===== config.mk =====
export PLATFORM = sky130hd
export DESIGN_NAME = bulls_cows_arena
export DESIGN_NICKNAME = d
export VERILOG_FILES = /design/src/rtl/bulls_cows_arena.sv
export SDC_FILE = /design/constraint.sdc
export NUM_CORES = 1
export LEC_CHECK = 0
export ABC_AREA = 1
export BUFFER_PORTS_ARGS = -buffer_cell sky130_fd_sc_hd__buf_2
export CAP_MARGIN = 20
export CELL_PAD_IN_SITES_DETAIL_PLACEMENT = 2
export CELL_PAD_IN_SITES_GLOBAL_PLACEMENT = 2
export CORE_MARGIN = 3
export CORE_UTILIZATION = 38
export DETAILED_ROUTE_END_ITERATION = 6
export PLACE_DENSITY = 0.95
export SETUP_SLACK_MARGIN = 0.15
export SYNTH_ARGS = -nofsm -noshare
export SYNTH_HDL_FRONTEND = slang
export SYNTH_SLANG_ARGS = --single-unit

===== constraint.sdc =====
create_clock -name clock -period 5.64 [get_ports clock]
set_clock_uncertainty 0.2 [all_clocks]
set_input_delay 0.564 -clock clock [delete_from_list [all_inputs] [get_ports clock]]
set_output_delay 0.564 -clock clock [all_outputs]
set_load 0.02 [all_outputs]

===== src/rtl/bulls_cows_arena.sv =====
// rtl/bulls_cows_arena.sv - parametrised N-player Bulls & Cows game controller
`default_nettype none

module bulls_cows_arena #(
    parameter int N_DIGITS   = 4,
    parameter int DIGIT_W    = 4,
    parameter int DIGIT_MAX  = 9,
    parameter int N_PLAYERS  = 2,
    parameter int MAX_ROUNDS = 8,
    localparam int CODE_W    = N_DIGITS * DIGIT_W,
    localparam int PW        = (N_PLAYERS > 2) ? $clog2(N_PLAYERS) : 1,
    localparam int CW        = $clog2(N_DIGITS + 1),
    localparam int RW        = $clog2(MAX_ROUNDS + 1)
) (
    input  logic                 clock,
    input  logic                 reset,
    input  logic [CODE_W-1:0]    sw,
    input  logic                 enter,
    output logic [2:0]           state_o,
    output logic [PW-1:0]        player_o,
    output logic [CW-1:0]        bulls_o,
    output logic [CW-1:0]        cows_o,
    output logic [RW-1:0]        round_o,
    output logic [N_PLAYERS-1:0] win_o,
    output logic                 draw_o,
    output logic                 reject_o,
    output logic                 busy_o
);

    localparam int IW = (N_DIGITS > 2) ? $clog2(N_DIGITS) : 1;

    localparam logic [PW-1:0]      LAST_P = PW'(N_PLAYERS - 1);
    localparam logic [IW-1:0]      LAST_D = IW'(N_DIGITS - 1);
    localparam logic [DIGIT_W-1:0] D_MAX  = DIGIT_W'(DIGIT_MAX);
    localparam logic [CW-1:0]      ALL_BULLS = CW'(N_DIGITS);
    localparam logic [RW-1:0]      ROUND_LIMIT = RW'(MAX_ROUNDS);

    typedef enum logic [2:0] {
        S_SETUP  = 3'd0,
        S_GUESS  = 3'd1,
        S_CALC   = 3'd2,
        S_RESULT = 3'd3,
        S_WIN    = 3'd4,
        S_DRAW   = 3'd5
    } state_t;

    state_t state, state_n;

    logic [CODE_W-1:0] secret [N_PLAYERS];
    logic [CODE_W-1:0] guess;
    logic [CODE_W-1:0] target;
    logic [PW-1:0]     player, next_player;
    logic [RW-1:0]     round, round_n;
    logic [CW-1:0]     bulls, cows, bulls_n, cows_n;
    logic [IW-1:0]     idx_i, idx_j;
    logic              enter_q, reject;
    logic              ent, code_ok, hit, last_pair;
    logic [DIGIT_W-1:0] g_digit, t_digit;

    // A code is legal when every digit is in range and no digit repeats
    function automatic logic code_valid(input logic [CODE_W-1:0] code);
        logic ok;
        ok = 1'b1;
        for (int a = 0; a < N_DIGITS; a++) begin
            if (code[a*DIGIT_W +: DIGIT_W] > D_MAX) ok = 1'b0;
            for (int b = a + 1; b < N_DIGITS; b++) begin
                if (code[a*DIGIT_W +: DIGIT_W] == code[b*DIGIT_W +: DIGIT_W]) ok = 1'b0;
            end
        end
        return ok;
    endfunction

    assign ent         = enter & ~enter_q;
    assign code_ok     = code_valid(sw);
    assign next_player = (player == LAST_P) ? '0 : player + PW'(1);
    assign round_n     = (round == ROUND_LIMIT) ? round : round + RW'(1);

    // Player p always attacks the secret of the following player, wrapping to 0
    always_comb begin
        target = '0;
        for (int p = 0; p < N_PLAYERS; p++) begin
            if (next_player == PW'(p)) target = secret[p];
        end
    end

    // One digit pair is compared per CALC cycle; counts saturate rather than wrap
    always_comb begin
        g_digit   = guess[idx_i*DIGIT_W +: DIGIT_W];
        t_digit   = target[idx_j*DIGIT_W +: DIGIT_W];
        hit       = (g_digit == t_digit);
        last_pair = (idx_i == LAST_D) && (idx_j == LAST_D);
        bulls_n   = bulls;
        cows_n    = cows;
        if (hit && (idx_i == idx_j) && (bulls != '1)) bulls_n = bulls + CW'(1);
        if (hit && (idx_i != idx_j) && (cows != '1))  cows_n  = cows + CW'(1);
    end

    // State register
    always_ff @(posedge clock or posedge reset) begin
        if (reset) state <= S_SETUP;
        else       state <= state_n;
    end

    // Next-state logic; the enter edge is deliberately ignored while scoring
    always_comb begin
        state_n = state;
        case (state)
            S_SETUP:  if (ent && code_ok && (player == LAST_P)) state_n = S_GUESS;
            S_GUESS:  if (ent && code_ok) state_n = S_CALC;
            S_CALC:   if (last_pair) state_n = (bulls_n == ALL_BULLS) ? S_WIN : S_RESULT;
            S_RESULT: if (ent) begin
                if ((player == LAST_P) && (round_n == ROUND_LIMIT)) state_n = S_DRAW;
                else                                                state_n = S_GUESS;
            end
            S_WIN:    if (ent) state_n = S_SETUP;
            S_DRAW:   if (ent) state_n = S_SETUP;
            default:  state_n = S_SETUP;
        endcase
    end

    // Output decode from the current state and registered datapath
    always_comb begin
        state_o  = state;
        player_o = player;
        bulls_o  = bulls;
        cows_o   = cows;
        round_o  = round;
        reject_o = reject;
        busy_o   = (state == S_CALC);
        draw_o   = (state == S_DRAW);
        win_o    = '0;
        for (int p = 0; p < N_PLAYERS; p++) begin
            win_o[p] = (state == S_WIN) && (player == PW'(p));
        end
    end

    // Datapath: secrets, guess, scoring counters, turn/round tracking, reject pulse
    always_ff @(posedge clock or posedge reset) begin
        if (reset) begin
            enter_q <= 1'b0;
            reject  <= 1'b0;
            player  <= '0;
            round   <= '0;
            bulls   <= '0;
            cows    <= '0;
            guess   <= '0;
            idx_i   <= '0;
            idx_j   <= '0;
            for (int p = 0; p < N_PLAYERS; p++) secret[p] <= '0;
        end else begin
            enter_q <= enter;
            reject  <= 1'b0;
            case (state)
                S_SETUP: if (ent) begin
                    if (code_ok) begin
                        for (int p = 0; p < N_PLAYERS; p++) begin
                            if (player == PW'(p)) secret[p] <= sw;
                        end
                        player <= next_player;
                    end else begin
                        reject <= 1'b1;
                    end
                end
                S_GUESS: if (ent) begin
                    if (code_ok) begin
                        guess <= sw;
                        bulls <= '0;
                        cows  <= '0;
                        idx_i <= '0;
                        idx_j <= '0;
                    end else begin
                        reject <= 1'b1;
                    end
                end
                S_CALC: begin
                    bulls <= bulls_n;
                    cows  <= cows_n;
                    if (last_pair) begin
                        idx_i <= '0;
                        idx_j <= '0;
                    end else if (idx_j == LAST_D) begin
                        idx_j <= '0;
                        idx_i <= idx_i + IW'(1);
                    end else begin
                        idx_j <= idx_j + IW'(1);
                    end
                end
                S_RESULT: if (ent) begin
                    player <= next_player;
                    if (player == LAST_P) round <= round_n;
                end
                S_WIN, S_DRAW: if (ent) begin
                    player <= '0;
                    round  <= '0;
                end
                default: ;
            endcase
        end
    end

endmodule

`default_nettype wire


### Word-level counts from Yosys, hierarchy flattened

Index checks and enable logic that the tools add are counted.
W data, S select, Z words.

| storage, ports and cells | value |
|---|---|
| flip-flop bits (word level) | 68 |
| output and inout bits | 19 |
| word-level logic and storage cells | 132 |

| operators by class | value |
|---|---|
| add/sub/neg operators | 6 |
| $lt $le $gt $ge | 4 |
| eq/ne operators | 33 |
| shift operators | 2 |
| mux-type cells | 47 |
| bitwise operators | 3 |
| reductions and logical operators | 25 |

Operators by type and width:

| kind | count |
|---|---|
| $mux W3 | 11 |
| $shiftx A16 B5 Y4 | 2 |
| $eq A4 B4 Y1 | 7 |
| $reduce_and A4 Y1 | 5 |
| $mux W1 | 18 |
| $gt A4 B4 Y1 const B | 4 |
| $mux W16 | 1 |
| $mux W4 | 4 |
| $ne A2 B2 Y1 const B | 8 |
| $pmux W3 S5 | 1 |
| $mux W2 | 6 |
| $pmux W3 S2 | 2 |
| $logic_and A1 B1 Y1 | 10 |
| $reduce_and A5 Y1 | 2 |
| $eq A3 B3 Y1 const B | 3 |
| $eq A4 B4 Y1 const B | 2 |
| $pmux W2 S2 | 2 |
| $pmux W4 S2 | 1 |
| $add A3 B1 Y3 const B | 2 |
| $eq A3 B2 Y1 const B | 2 |
| $ne A2 B1 Y1 const B | 3 |
| $ne A3 B3 Y1 const B | 2 |
| $reduce_and A3 Y1 | 2 |
| $add A2 B1 Y2 const B | 2 |
| other kinds (14) | 18 |

### Longest topological paths before layout

Gate-level depths: netlist of the first run.

| depth | value |
|---|---|
| word-level depth | 15 |
| mapped depth | 19 |
| mapped depth without buffers | 18 |

### Worst setup path before layout of the first run

OpenSTA, ideal clock, no wires.

| timing | value |
|---|---|
| path kind | input-to-reg |
| start point | input sw[1] |
| end point | register secret[8] (netlist bit) |
| setup time | 0.118 ns |
| data arrival time | 1.806 ns |
| data required time | 5.322 ns |
| slack | 3.516 ns |
| stages | 10 |
| path buffers | 2 |
| path through | buf_2 o21ai_0 nand4_1 nor3_2 nand2_1 nor2_4 nand3_2 buf_2 nand2_1 o21ai_2 |

| between the ends | value |
|---|---|
| word-level cells in the longest chain between the ends | 12 |

RTL lines:

| what | RTL line | text |
|---|---|---|
| start: declaration | 17 | `input logic [CODE_W-1:0] sw,` |
| $gt A4 B4 Y1 | 65 | `if (code[a*DIGIT_W +: DIGIT_W] > D_MAX) ok = 1'b0;` |
| $mux W1 | 65 |  |
| $mux W1 (2 in a row) | 67 | `if (code[a*DIGIT_W +: DIGIT_W] == code[b*DIGIT_W +: DIGIT_W]) ok = 1'b0;` |
| $mux W1 * | 67 |  |
| $mux W1 * | 65 |  |
| $mux W1 * (2 in a row) | 67 |  |
| $mux W1 * | 65 |  |
| $mux W1 * | 67 |  |
| $mux W1 * | 65 |  |
| $reduce_and A4 Y1 (no line) * | n/a |  |
| end signal: indexed assignment | 157 | `if (player == PW'(p)) secret[p] <= sw;` |
| end: declaration | 49 | `logic [CODE_W-1:0] secret [N_PLAYERS];` |

Every way passes the cells marked *; elsewhere a longest branch is shown, timed or not.
A chain may end at the register's enable or synchronous reset.

### Worst setup path in the final report of the first run

| timing | value |
|---|---|
| start point | register player, in the netlist player_o |
| end point | register state[2], in the netlist state_o[2] |

| between the ends | value |
|---|---|
| word-level cells in the longest chain between the ends | 12 |

RTL lines:

| what | RTL line | text |
|---|---|---|
| start: declaration | 52 | `logic [PW-1:0] player, next_player;` |
| start signal: assignment | 159 | `player <= next_player;` |
| start signal: assignment | 189 | `player <= next_player;` |
| $add A1 B1 Y1 | 75 | `assign next_player = (player == LAST_P) ? '0 : player + PW'(1);` |
| $mux W1 | 75 |  |
| $mux W16 | 82 | `if (next_player == PW'(p)) target = secret[p];` |
| $shiftx A16 B5 Y4 | 89 | `t_digit = target[idx_j*DIGIT_W +: DIGIT_W];` |
| $eq A4 B4 Y1 | 90 | `hit = (g_digit == t_digit);` |
| $logic_and A1 B1 Y1 (2 in a row) | 94 | `if (hit && (idx_i == idx_j) && (bulls != '1)) bulls_n = bulls + CW'(1);` |
| $mux W3 | 94 |  |
| $eq A3 B3 Y1 | 110 | `S_CALC: if (last_pair) state_n = (bulls_n == ALL_BULLS) ? S_WIN : S_RESULT;` |
| $mux W3 (2 in a row) | 110 |  |
| $pmux W3 S5 | 107 | `case (state)` |
| end signal: assignment | 101 | `else state <= state_n;` |
| end: declaration | 47 | `state_t state, state_n;` |

Several ways; a longest one is shown, not always the timed one. The select of a mux whose other input is x is not followed.

==> reports/metrics.csv, run 1 <==
metric,value,unit
placed instance count,696,
Root Buffer,clkbuf_8,
share of the clock period used by the worst path,57.5,%
number of fill cells,1180,
Slew @ Worst Pin,0.917,ns
post-DP HPWL,11.1,mm
Cell variety after synth,34,
Hold Crit Class,in -> reg,
PwrDens,575,nW/µm²
gr usage total,30.6,%
CP Capture Type,flop,
I/O pin count,38,
Worst setup SP type,flop,
Initial Util,39.8,%
max_slew headroom,38.9,%
Post-synth EDFFs,0,
share of Yosys cell area claimed by the top area cell type,40.7,%
Die Area,12300,µm²
dominant cell by count in the synthesized netlist,nand2_1,
"flops & latches, synth",68,
nets,598,
Mean Syn Cell Area,7.67,µm²
# DRC,0,
Area Overhead vs Synth,9.94,%
largest net degree at the start of global routing,69,
First DRT Iteration DRCs,222,
Fin. Hold Viols,0,
Synth Flop Type,dfrtp_1,
Post-synth top cells,"148 x nand2_1, 79 x inv_1, 68 x dfrtp_1",
register area share after synthesis,40.7,%
TNS Setup,0,ns
# setup viols final,0,
clock sinks,68,
crit path DAT,3.29,ns
Setup Crit Path Kind,reg -> reg,
buffers added on ports,37,
first-pass detailed-route iteration total,4,
post-CTS setup buffer count,0,
worst-skew pair later-pin latency,0.38,ns
outcome,"complete, no violations",
Vias,4032,
fin crit period,3.24,ns
Rows,37,
"top cells by area, synth","dfrtp_1 41%, nand2_1 13%, inv_1 7.1%",
post-synth top area cell,dfrtp_1,
Antenna Nets Post-Route,0,
area of the multi-input gates,1990,µm²
first-pass GRT wire length,28.6,mm
die width,111,µm
Clock Path Buffers,2,
GRT overflow,0,
cts-stage hold buffer count,0,
Synth Net Count,572,
"Async S/R FF share, synth",100,%
Final Slew Violations,0,
peak supply drop,0.206,mV
data required time of the critical path,5.69,ns
core area,10500,µm²
Placer Congestion,0.832,
CTS tree,built,
initial antenna violation count,1,
FF-to-FF path depth,15,
Max Clk Rate,308,MHz
Post-Syn Instances,545,
WL final,18.0,mm
cell depth of the worst hold path,1,
crit-path max FO,22,
Storage cell area,1700,µm²
ant diodes,0,
static leakage,2.49,nW
CTS Buf Count,9,
vias in the first global route,4766,
H-tree levels,3,
post_cts resized,0,
number of synthesis warnings,0,
Die H,111,µm
share of post-route cells with drive strength above 1,17.2,%
fin cells,712,
average wire per standard cell,25.3,µm
RSZ-0062 raised after global routing,false,
MaxCap Viol Count,0,
Via density,5.66,
clk slew on worst S/H paths,0.09,ns
Syn Std Cell Area,4180,µm²
## area by class of cell
class | instances | area share [%]
inverters | 87 | 7.11
clock buffers | 12 | 3.38
clock inverters | 4 | 1.03
well taps | 136 | 3.70
repair buffers | 39 | 4.36
multi-input cells | 366 | 43.4
flip-flops and latches | 68 | 37.0
## report_power, final
group	internal, W	switching (W)	total (W)
clock	0.000228	0.000223	0.000451
sequential	0.000673	0.000238	0.000911
combinational	0.000380	0.000901	0.00128
total	0.00128	0.00136	0.00264
## worst max-delay path: stages, from the launching register on
cell	delay [ns]
dfrtp_1	0.90
inv_2	0.39
nand2_1	0.22
nand3_1	0.11
nand3_2	0.11
nand2_1	0.09
nand2_1	0.09
nand2_1	0.06
nor2_1	0.15
nand3_1	0.16
nand2_1	0.15
a21oi_2	0.07
nand3_1	0.10
nand2_1	0.08
nand2_1	0.09
nand2_1	0.10
## final timing paths
kind,from,to,slack (ns)
max,player_o,state_o[2],2.40
min reg2reg,cows_o[2],cows_o[2],0.33
min in group asynchronous,reset,round_o[0],0.26
min,enter,enter_q,0.12
max in group asynchronous,reset,guess[0],4.36
max reg2reg,player_o,state_o[2],2.40
## layout by cell type, fill, tap and decap left out, drive strengths merged
| cell type | n |
|---|---|
| o211ai | 2 |
| nor4 | 2 |
| o21bai | 1 |
| clkinv | 2 |
| a21oi | 6 |
| bufinv | 1 |
| xnor2 | 14 |
| o21ai | 60 |
| buf | 39 |
| nand4 | 5 |
| nor3 | 5 |
| nand3 | 54 |
| nor2 | 22 |
| ha | 8 |
| a31o | 1 |
| dfrtp | 68 |
| o22ai | 6 |
| clkinvlp | 1 |
| xor2 | 8 |
| mux2i | 13 |
| clkbuf | 12 |
| nand2 | 157 |
| or2 | 1 |
| inv | 87 |
| nand3b | 1 |
## flip-flops by register name (all words and copies together) (netlist names)
signal,flops
bulls_o,3
guess,16
reject_o,1
state_o,3
player_o,1
secret,32
round_o,4
enter_q,1
idx_i,2
idx_j,2
cows_o,3
## layer usage
layer  GRT usage (%)  up-vias  routed length, µm
li1                -     1772                  -
met1            36.2     2072               7450
met2            53.2      130               9040
met3            5.19       56                748
met4            15.7        2                759
met5               0        -                 13
## per-stage QoR
stage | utilization, % | hold WS [ns] | worst slack (ns) | instance area [µm²] | power, W
6_report | 43.7 | 0.119 | 2.40 | 4590 | 0.00264
5_1_grt | 43.7 | 0.113 | 2.18 | 4590 | 0.00282
4_1_cts | 43.7 | 0.105 | 2.46 | 4590 | 0.00263
3_5_place_dp | 41.8 | 0.279 | 2.45 | 4390 | 0.00205
3_3_place_gp | 41.8 | 0.270 | 2.62 | 4390 | 0.00190
2_1_floorplan | - | 0.248 | 3.16 | 4180 | 0.00167
## kinds of logic after synthesis
group | share of synthesized area [%]
DFF | 40.7
buffers and inverters | 11.6
AOI/OAI and AO/OA | 10.3
muxes | 3.11
xor gates and xnor gates | 4.61
adders and majority gates | 2.40
and+or+nand+nor | 27.3
No activity file was read; power rests on OpenSTA's default activity.
==> run 2: changes to the inputs <==
--- a/config.mk
+++ b/config.mk
@@ -5,15 +5,15 @@
 export SDC_FILE = /design/constraint.sdc
 export NUM_CORES = 1
 export LEC_CHECK = 0
-export ABC_AREA = 1
+export ABC_AREA = 0
 export BUFFER_PORTS_ARGS = -buffer_cell sky130_fd_sc_hd__buf_2
 export CAP_MARGIN = 20
 export CELL_PAD_IN_SITES_DETAIL_PLACEMENT = 2
 export CELL_PAD_IN_SITES_GLOBAL_PLACEMENT = 2
 export CORE_MARGIN = 3
-export CORE_UTILIZATION = 38
+export CORE_UTILIZATION = 40
 export DETAILED_ROUTE_END_ITERATION = 6
-export PLACE_DENSITY = 0.95
+export PLACE_DENSITY = 0.9
 export SETUP_SLACK_MARGIN = 0.15
 export SYNTH_ARGS = -nofsm -noshare
 export SYNTH_HDL_FRONTEND = slang
==> constraint.sdc (replaced) <==
create_clock -name clock -period 3.4 [get_ports clock]
set_clock_uncertainty 0.2 [all_clocks]
set_input_delay 0.34 -clock clock [delete_from_list [all_inputs] [get_ports clock]]
set_output_delay 0.34 -clock clock [all_outputs]
set_load 0.02 [all_outputs]
==> reports/metrics.csv, run 2 <==
metric,value,unit,change
final hold slack,-0.00842,ns,was 0.119 ns
FF-to-FF Start,idx_j[1],,was player_o
Antenna Nets Post-Route,0,,unchanged
Syn Std Cell Area,3830,µm²,was 4180 µm²
largest net degree at the start of global routing,44,,was 69
Die Area,10800,µm²,"was 12,300 µm²"
initial antenna violation count,0,,was 1
I/O pin count,38,,unchanged
Final Slew Violations,0,,unchanged
CTS tree,built,,unchanged
Root Buffer,clkbuf_8,,unchanged
static leakage,2.07,nW,was 2.49 nW
r2r endpoint,state_o[0],,was state_o[2]
Mean Syn Cell Area,11.4,µm²,was 7.67 µm²
most frequent cells in the layout,"67 x dfrtp_1, 52 x mux2_2, 37 x buf_2",,"was 148 x nand2_1, 78 x inv_1, 68 x dfrtp_1"
flop-to-flop setup slack,0.42,ns,was 2.40 ns
WL final,10.7,mm,was 18.0 mm
post-DP HPWL,7.38,mm,was 11.1 mm
Hold Crit Class,in -> async,,was in -> reg
Fin. Hold Viols,13,,was 0
average wire per standard cell,21.4,µm,was 25.3 µm
Worst setup SP type,flop,,unchanged
first-pass detailed-route iteration total,4,,unchanged
clock sinks,68,,unchanged
number of synthesis warnings,0,,unchanged
crit path DAT,3.03,ns,was 3.29 ns
register area share after synthesis,44.4,%,was 40.7%
ant diodes,0,,unchanged
Max Clk Rate,335,MHz,was 308 MHz
slowest library cell on the worst path,dfrtp_1,,unchanged
peak supply drop,0.307,mV,was 0.206 mV
Die H,104,µm,was 111 µm
worst-skew pair later-pin latency,0.35,ns,was 0.38 ns
"slowest stage delay, CP",0.57,ns,was 0.90 ns
GRT overflow,0,,unchanged
FF-to-FF path depth,7,,was 15
Initial Util,41.3,%,was 39.8%
Vias,2763,,"was 4,032"
H-tree levels,3,,unchanged
first-pass GRT wire length,17.1,mm,was 28.6 mm
post-synth top area cell,dfrtp_1,,unchanged
family with the most delay on the worst path,multiplexers,,was simple AND/OR/NAND/NOR gates
Buffers & Inverters on Critical Path,0,,was 1
fin crit period,2.98,ns,was 3.24 ns
"Async S/R FF share, synth",100,%,unchanged
Rows,35,,was 37
Post-synth EDFFs,0,,unchanged
Post-synth top cells,"68 x dfrtp_1, 52 x mux2_2, 23 x nand2_1",,"was 148 x nand2_1, 79 x inv_1, 68 x dfrtp_1"
TNS Setup,0,ns,unchanged
Synth Net Count,363,,was 572
dominant cell by count in the synthesized netlist,dfrtp_1,,was nand2_1
CTS Buf Count,9,,unchanged
CP Cell Sequence,mux4_2 -> mux2i_1 -> xnor2_1 -> a211oi_2 -> nand3_1 -> mux2_2 -> a221oi_1,,was inv_2 -> nand2_1 -> nand3_1 -> nand3_2 -> nand2_1 -> nand2_1 -> nand2_1 -> nor2_1 -> nand3_1 -> nand2_1 -> a21oi_2 -> nand3_1 -> nand2_1 -> nand2_1 -> nand2_1
Synth Flop Type,dfrtp_1,,unchanged
# setup viols final,0,,unchanged
outcome,finished with violations,,"was complete, no violations"
# DRC,0,,unchanged
vias in the first global route,3068,,"was 4,766"
fin cells,498,,was 712
share of Yosys cell area claimed by the top area cell type,44.4,%,was 40.7%
MaxCap Viol Count,0,,unchanged
Crit path depth,7,,was 15
Setup Crit Path Kind,reg -> reg,,unchanged
First DRT Iteration DRCs,74,,was 222
max_slew headroom,38.5,%,was 38.9%
Post-Syn Instances,336,,was 545
Clock Path Buffers,2,,unchanged
core area,9280,µm²,"was 10,500 µm²"
failing checks,negative hold slack,,
Placer Congestion,0.784,,was 0.832
"flops & latches, synth",68,,unchanged
CP Capture Type,flop,,unchanged
"most common cell after layout, fill and taps aside",dfrtp_1,,was nand2_1
Via density,5.55,,was 5.66
crit-path max FO,5,,was 22
Reg with most FFs,secret,,unchanged
Cell variety after synth,47,,was 34
clk slew on worst S/H paths,0.08,ns,was 0.09 ns
number of flip-flops in the largest register,32,,unchanged
RSZ-0062 raised after global routing,false,,unchanged
data required time of the critical path,3.45,ns,was 5.69 ns
"top cells by area, synth","dfrtp_1 44%, mux2_2 15%, mux4_2 5.3%",,"was dfrtp_1 41%, nand2_1 13%, inv_1 7.1%"
share of post-route cells with drive strength above 1,35.0,%,was 17.2%
buffers added on ports,37,,unchanged
nets,391,,was 598
crit path from,idx_j[1],,was player_o
PwrDens,746,nW/µm²,was 575 nW/µm²
Area Overhead vs Synth,12.5,%,was 9.94%
share of the clock period used by the worst path,87.7,%,was 57.5%
Slew @ Worst Pin,0.922,ns,was 0.917 ns
die width,104,µm,was 111 µm
placed instance count,481,,was 696
gr usage total,20.3,%,was 30.6%
[run 2: cell count changes in the layout (fill, tap and decap cells not counted), sizes merged, moves of 4 or more]
cell	before	now
o22ai	6	0
nor2	22	13
xor2	8	16
nor2b	0	4
mux2	0	53
buf	39	46
nand2	157	23
o21ai	60	15
mux4	0	9
inv	87	8
nand3	54	7
[run 2: layout make-up]
type	instances	area [µm²]
Inverter	9	33.8
Clock buffer	10	128
Multi-Input combinational cell	229	1960
Fill cell	971	4970
Tap cell	129	161
Timing Repair Buffer	47	263
Clock inverter	6	65.1
Sequential cell	68	1700
[run 2: routing by layer]
layer  global-route usage (%)  wire, µm
met1                     24.6      4380
met5                        0         0
met2                     35.8      5650
met3                     3.97       322
met4                     7.31       295
[run 2: cell families (layout without fill, tap and decap cells)]
logic type	after synthesis	in the layout	synth area share, %
AND/OR/NAND/NOR	75	75	10.1
multiplexers	74	74	24.1
buffers and inverters	39	72	4.64
flip-flops	68	68	44.4
XOR/XNOR	30	30	6.86
AO/OA/AOI/OAI	42	42	7.29
adder cells (fa/ha/maj)	8	8	2.61
[run 2: through the flow]
step / power, W / area, µm² / setup slack [ns] / utilization, %
after global routing: 0.00345 / 4310 / 0.221 / 46.4
final: 0.00322 / 4310 / 0.418 / 46.4
after CTS: 0.00323 / 4300 / 0.180 / 46.3
after detailed placement: 0.00253 / 4100 / 0.268 / 44.2
after global placement: 0.00242 / 4100 / 0.404 / 44.2
after floorplan: 0.00213 / 3830 / 0.663 / -
[run 2: where the power goes]
| group | switching (W) | total [W] | internal (W) |
|---|---|---|---|
| Combinational | 0.000682 | 0.00125 | 0.000565 |
| Clock | 0.000324 | 0.000663 | 0.000339 |
| Sequential | 0.000264 | 0.00131 | 0.00104 |
| Total | 0.00127 | 0.00322 | 0.00195 |
[run 2: what timing repair did]
action / CTS / global route
endpoints found under the setup margin: 0 / 5
hold buffers: 1 / 0
gates resized for setup: 0 / 2
setup buffers: 0 / 0
hold endpoints to repair: 1 / 0
[run 2: worst reg2reg max path: cells and delay by family, from the launching register on]
kind	cells	cell delay, ns
multiplexers	3	1.14
AND/OR/NAND/NOR	1	0.20
flip-flops	1	0.57
AO/OA/AOI/OAI	2	0.56
XOR/XNOR	1	0.22
[run 2: worst max path at each step]
stage            endpoint
2_1_floorplan   secret[0]
3_3_place_gp   bulls_o[0]
3_5_place_dp   bulls_o[0]
4_1_cts        state_o[0]
5_1_grt        state_o[0]
6_report       state_o[0]
